===== src/rtl/stream_mux_rr_if.sv =====
// Handshake bundle for stream_mux_rr: N flattened input streams plus one output stream.
// The mux uses the slave view; a source/sink model drives through the master view.
interface stream_mux_rr_if #(
  parameter int N_INPUTS   = 16,
  parameter int DATA_WIDTH = 32
);
  localparam int SEL_W = $clog2(N_INPUTS);

  logic [N_INPUTS*DATA_WIDTH-1:0] in_data;
  logic [N_INPUTS-1:0]            in_valid;
  logic [N_INPUTS-1:0]            in_ready;
  logic [DATA_WIDTH-1:0]          out_data;
  logic                           out_valid;
  logic                           out_ready;
  logic [SEL_W-1:0]               out_src;

  modport master (
    output in_data, in_valid, out_ready,
    input  in_ready, out_data, out_valid, out_src
  );

  modport slave (
    input  in_data, in_valid, out_ready,
    output in_ready, out_data, out_valid, out_src
  );
endinterface


===== src/rtl/stream_mux_rr.sv =====
// N:1 valid/ready stream multiplexer with a registered output stage.
// mode 0 routes the channel named by sel; mode 1 arbitrates round-robin over valid channels.
module stream_mux_rr #(
  parameter  int N_INPUTS   = 16,
  parameter  int DATA_WIDTH = 32,
  localparam int SEL_W      = $clog2(N_INPUTS)
) (
  input  logic             clk,
  input  logic             rst_n,
  input  logic             mode,
  input  logic [SEL_W-1:0] sel,
  stream_mux_rr_if.slave   bus
);

  logic                  out_valid_q, out_valid_d;
  logic [DATA_WIDTH-1:0] out_data_q, out_data_d;
  logic [SEL_W-1:0]      out_src_q, out_src_d;
  logic [SEL_W-1:0]      rr_ptr_q, rr_ptr_d;

  logic                  load_s;
  logic                  grant_vld_s;
  logic [SEL_W-1:0]      grant_idx_s;
  logic [DATA_WIDTH-1:0] grant_data_s;
  logic [N_INPUTS-1:0]   in_ready_s;
  logic                  xfer_s;

  // Nothing is accepted while reset is held, even though the output stage reads as empty.
  assign load_s = rst_n & (~out_valid_q | bus.out_ready);

  // Grant selection: fixed index in mode 0, first valid channel after rr_ptr in mode 1.
  always_comb begin
    int                cand;
    logic [SEL_W-1:0]  cand_idx;
    grant_vld_s = 1'b0;
    grant_idx_s = '0;
    cand        = 0;
    cand_idx    = '0;
    if (mode == 1'b0) begin
      if (int'(sel) < N_INPUTS) begin
        grant_vld_s = 1'b1;
        grant_idx_s = sel;
      end else begin
        grant_vld_s = 1'b0;
        grant_idx_s = '0;
      end
    end else begin
      // Walk from the farthest candidate to the nearest so the nearest valid one wins.
      for (int k = N_INPUTS; k >= 1; k--) begin
        cand        = int'(rr_ptr_q) + k;
        cand        = (cand >= N_INPUTS) ? (cand - N_INPUTS) : cand;
        cand_idx    = SEL_W'(cand);
        grant_vld_s = grant_vld_s | bus.in_valid[cand_idx];
        grant_idx_s = bus.in_valid[cand_idx] ? cand_idx : grant_idx_s;
      end
    end
  end

  // Payload of the granted channel and the one-hot ready vector.
  always_comb begin
    grant_data_s = '0;
    in_ready_s   = '0;
    for (int i = 0; i < N_INPUTS; i++) begin
      if (grant_idx_s == SEL_W'(i)) begin
        grant_data_s  = bus.in_data[i*DATA_WIDTH +: DATA_WIDTH];
        in_ready_s[i] = load_s & grant_vld_s;
      end else begin
        in_ready_s[i] = 1'b0;
      end
    end
  end

  assign xfer_s = |(in_ready_s & bus.in_valid);

  // Next state of the output stage and the round-robin pointer.
  always_comb begin
    out_valid_d = out_valid_q;
    out_data_d  = out_data_q;
    out_src_d   = out_src_q;
    rr_ptr_d    = rr_ptr_q;
    if (load_s) begin
      out_valid_d = xfer_s;
      if (xfer_s) begin
        out_data_d = grant_data_s;
        out_src_d  = grant_idx_s;
        rr_ptr_d   = grant_idx_s;
      end else begin
        out_data_d = out_data_q;
        out_src_d  = out_src_q;
        rr_ptr_d   = rr_ptr_q;
      end
    end else begin
      out_valid_d = out_valid_q;
    end
  end

  // State registers; rr_ptr resets to the last channel so channel 0 is served first.
  always_ff @(posedge clk or negedge rst_n) begin
    if (!rst_n) begin
      out_valid_q <= 1'b0;
      out_data_q  <= '0;
      out_src_q   <= '0;
      rr_ptr_q    <= SEL_W'(N_INPUTS - 1);
    end else begin
      out_valid_q <= out_valid_d;
      out_data_q  <= out_data_d;
      out_src_q   <= out_src_d;
      rr_ptr_q    <= rr_ptr_d;
    end
  end

  assign bus.in_ready  = in_ready_s;
  assign bus.out_data  = out_data_q;
  assign bus.out_valid = out_valid_q;
  assign bus.out_src   = out_src_q;

endmodule


===== src/flat_wrapper.sv =====
// flat-port wrapper written by rule: the top's interface ports become plain ports
module stream_mux_rr_flat 
#(
  parameter  int N_INPUTS   = 16,
  parameter  int DATA_WIDTH = 32,
  localparam int SEL_W      = $clog2(N_INPUTS)
)
  (clk, rst_n, mode, sel, bus_in_data, bus_in_valid, bus_out_ready, bus_in_ready, bus_out_data, bus_out_valid, bus_out_src);
  stream_mux_rr_if #(.N_INPUTS(N_INPUTS), .DATA_WIDTH(DATA_WIDTH)) bus_i ();
  input  logic clk;
  input  logic rst_n;
  input  logic mode;
  input  logic [SEL_W-1:0] sel;
  input wire logic [$bits(bus_i.in_data)-1:0] bus_in_data;
  input wire logic [$bits(bus_i.in_valid)-1:0] bus_in_valid;
  input wire logic [$bits(bus_i.out_ready)-1:0] bus_out_ready;
  output wire logic [$bits(bus_i.in_ready)-1:0] bus_in_ready;
  output wire logic [$bits(bus_i.out_data)-1:0] bus_out_data;
  output wire logic [$bits(bus_i.out_valid)-1:0] bus_out_valid;
  output wire logic [$bits(bus_i.out_src)-1:0] bus_out_src;
  assign bus_i.in_data = bus_in_data;
  assign bus_i.in_valid = bus_in_valid;
  assign bus_i.out_ready = bus_out_ready;
  assign bus_in_ready = bus_i.in_ready;
  assign bus_out_data = bus_i.out_data;
  assign bus_out_valid = bus_i.out_valid;
  assign bus_out_src = bus_i.out_src;
  stream_mux_rr #(.N_INPUTS(N_INPUTS), .DATA_WIDTH(DATA_WIDTH)) u_core (.clk(clk), .rst_n(rst_n), .mode(mode), .sel(sel), .bus(bus_i));
endmodule

===== config.mk =====
export PLATFORM = sky130hd
export DESIGN_NAME = stream_mux_rr_flat
export DESIGN_NICKNAME = d
export VERILOG_FILES = /design/src/rtl/stream_mux_rr_if.sv /design/src/rtl/stream_mux_rr.sv /design/src/flat_wrapper.sv
export SDC_FILE = /design/constraint.sdc
export NUM_CORES = 1
export LEC_CHECK = 0
export ABC_AREA = 1
export BUFFER_PORTS_ARGS = -buffer_cell sky130_fd_sc_hd__buf_2
export CAP_MARGIN = 5
export CORE_AREA = 5 5 227 229
export DETAILED_ROUTE_END_ITERATION = 10
export DIE_AREA = 0 0 232 234
export PLACE_DENSITY = 0.5
export REMOVE_ABC_BUFFERS = 1
export SYNTH_ARGS = -nofsm -noshare
export SYNTH_HDL_FRONTEND = slang
export SYNTH_SLANG_ARGS = --single-unit

===== constraint.sdc =====
create_clock -name clk -period 6.95 [get_ports clk]
set_input_delay 1.39 -clock clk [delete_from_list [all_inputs] [get_ports clk]]
set_output_delay 1.39 -clock clk [all_outputs]
set_load 0.02 [all_outputs]

==> run_results.csv <==
group,metric,value,unit
place,place_area,0.0113,mm^2
route,ant_nets,0,
route,drtIter0Drc,1098,
timing,rsz0062_at_grt,"false",
timing,min_period_over_period,93.0,%
route,drcViolationCount,0,
timing,slew_viol_final,0,
synth,yosysWarnings,0,
setup_path,max_stage_delay,0.74,ns
timing,skew,0.00757,ns
job,max-cap-violations,0,
timing,fmax,0.155,GHz
floorplan,start_util,15.3,%
pwr,finalPower,8.84,mW
global_route,overflow,0,
synth,syn_inst,1505,
cts,worstSkewPairLatency,0.29,ns
setup_path,critPathMaxFanout,15,
setup_path,crit-reg2reg-launch,"u_core.rr_ptr_q[1]",
global_route,grt_pass1_wl,84.9,mm
pwr,vdd_drop_max,0.238,mV
pwr,p_per_area,767,mW/mm^2
synth,synth_top_area_cell,"nand2_1",
route,wl_per_cell,23.1,um
synth,synth_flop_cell,"dfrtp_1",
global_route,grt_max_degree,72,
timing,period_needed,6.47,ns
synth,synth_top_area_share,30.4,%
finish,layout-drive-gt1-share,34.7,%
cts,postCtsSetupRepairBufs,0,
cts,root_buffer,"clkbuf_16",
finish,nFillCells,6066,
min_path,worstHoldStart,"u_core.bus.out_data[5]",
setup_path,rr_worst_depth,38,
synth,async_reset_ff_share,100,%
setup_path,rrSetupSlack,0.91,ns
floorplan,die_y,234,um
route,firstDrtPassIters,5,
min_path,whs_endpoint,"u_core.bus.out_data[5]",
cts,cts_sinks,41,
cts,htreeDepth,2,
pwr,p_leak,6.35,nW
cts,clockBufferDepth,2,
place,placed_cells,2723,
finish,final_nets,2601,
route,vias,12400,
finish,multi_input_area,0.00577,mm^2
cts,numCtsBuffers,5,
setup_path,required,5.56,ns
min_path,hold_path_depth,2,
floorplan,dieWidth,232,um
finish,final_cells,2746,
place,gp_congestion,1.01,
floorplan,pin_count,589,
setup_path,critical-path-top-delay-family,"simple AND/OR/NAND/NOR gates",
setup_path,end_kind,"output port",
synth,yosysMostFrequentCell,"nand2_1",
finish,area_growth,51.8,%
global_route,antenna_found_initial,56,
min_path,hp-class,"reg2reg",
setup_path,cp_num_buf_inv,5,
setup_path,start_kind,"register",
place,dpl.hpwl,54.9,mm
pwr,power.internal,2.79,mW
cts,path_clk_slew,0.06,ns
route,via_per_inst,4.51,
pwr,power_frac_seq,5.4,%
route,wirelength,63.5,mm
finish,stdcell_area,0.0115,mm^2
pwr,swShare,68.5,%
floorplan,rows,82,
floorplan,die_area,0.0543,mm^2
pwr,power_frac_comb,91.9,%
timing,setup_viol,0,
synth,synth_area,0.00759,mm^2
synth,ys_types,37,
global_route,grtUsageTotal,21.7,%
timing,hold_violations,0,
timing,slew_headroom,44.1,%
synth,yosysSeqAreaShare,13.6,%
setup_path,path_class,"reg2out",
setup_path,cp.arrival,5.08,ns
place,port_buffers,588,
setup_path,timing.rr.end,"u_core.bus.out_data[7]",
synth,synth_seq_cells,41,
floorplan,core,0.0495,mm^2
status,outcome,"completed",
synth,avgSynthCellArea,5.04,um^2
synth,synthTopCellsByCount,"614 x nand2_1, 179 x nand3_1, 155 x nor2_1, 137 x a21oi_1, 98 x inv_1",
pwr,p_switching,6.05,mW
synth,yosys-top-cells-area,"nand2_1 30%, dfrtp_1 12%, nand3_1 12%",
cts,cts_hold_buf,0,
cts,cts.repair.resized,0,
synth,synth-edff-count,0,
setup_path,crit_slowest_cell,"dfstp_2",
timing,tns,0,ns
finish,seq_area,0.00103,mm^2
pwr,pwr-share-clk,2.6,%
setup_path,path_common_cell,"nand2_1",
timing,tightest_slew,0.837,ns
global_route,grt_pass1_vias,11900,
cts,cts_tree,"done",
==> registers in the layout, indices dropped and copies added, names as in the netlist <==
name / cells
u_core.bus.out_data: 32
u_core.bus.out_valid: 1
u_core.bus.out_src: 4
u_core.rr_ptr_q: 4
==> cell families after synthesis <==
family | Yosys count | synth area share, %
and+or+nand+nor | 1087 | 61.7
buffers and inverters | 198 | 10.9
xor gates and xnor gates | 7 | 1.06
adders and majority gates | 7 | 1.15
AOI/OAI and AO/OA | 165 | 11.5
DFF | 41 | 13.6
==> worst max path at each step <==
stage | startpoint | to | cells after the start
detailed placement | u_core.rr_ptr_q[1] | bus_in_ready[12] | 29
global route | u_core.rr_ptr_q[1] | bus_in_ready[10] | 29
finish | u_core.rr_ptr_q[1] | bus_in_ready[12] | 29
global placement | u_core.rr_ptr_q[1] | bus_in_ready[10] | 29
CTS | u_core.rr_ptr_q[1] | bus_in_ready[12] | 29
floorplan | u_core.rr_ptr_q[0] | bus_in_ready[2] | 30
==> tightest hold or removal path, delay by kind of cell (launching register included) <==
kind	cells	cell delay [ns]
flops	1	0.34
simple gates	2	0.10
==> cells in the final DEF, fill, tap and decap left out, types with 4 or more instances in the layout <==
cell	n
inv_2	18
nand2_2	11
a22o_1	8
nand4_1	82
xor2_1	4
nor2_1	147
inv_1	98
or2_2	19
buf_4	35
ha_1	7
diode_2	15
nor3_1	7
nand2_1	614
buf_2	588
dfrtp_1	37
clkbuf_16	5
o21ai_1	13
nor2_2	10
a21oi_1	137
dfstp_2	4
nand3_1	179
nor2_4	8
==> layout make-up <==
cell class	instances	area share (%)
antenna	15	0.326
clock buffer	6	1.12
clock inverter	2	0.0869
inverter	119	3.93
multi-input combinational	1266	50.1
sequential	41	8.95
tap	672	7.30
timing repair buffer	625	28.2
==> metal layers <==
layer  GRT usage (%)  vias to the layer above  part of all wire (%)
li1                -                     5998                     -
met1            25.4                     5605                    38
met2            40.2                      614                    51
met3            3.39                      143                   6.8
met4            7.77                       14                   4.0
met5               0                        -                  0.14
==> power by group through the flow <==
stage / logic, mW / clock network (mW) / registers [mW]
floorplan: 4.53 / 0 / 0.606
global placement: 8.23 / 0 / 0.481
detailed placement: 8.16 / 0 / 0.482
CTS: 8.20 / 0.239 / 0.481
global route: 8.93 / 0.249 / 0.497
finish: 8.13 / 0.232 / 0.481
==> metrics by stage <==
stage | setup slack [ns] | hold WS [ns] | util, %
2_1_floorplan | 0.677 | 0.584 | -
3_3_place_gp | 0.848 | 0.458 | 22.9
3_5_place_dp | 0.855 | 0.460 | 22.9
4_1_cts | 0.508 | 0.477 | 23.2
5_1_grt | 0.0231 | 0.495 | 23.3
6_report | 0.483 | 0.472 | 23.3
Power figures use the tool's default switching activity.
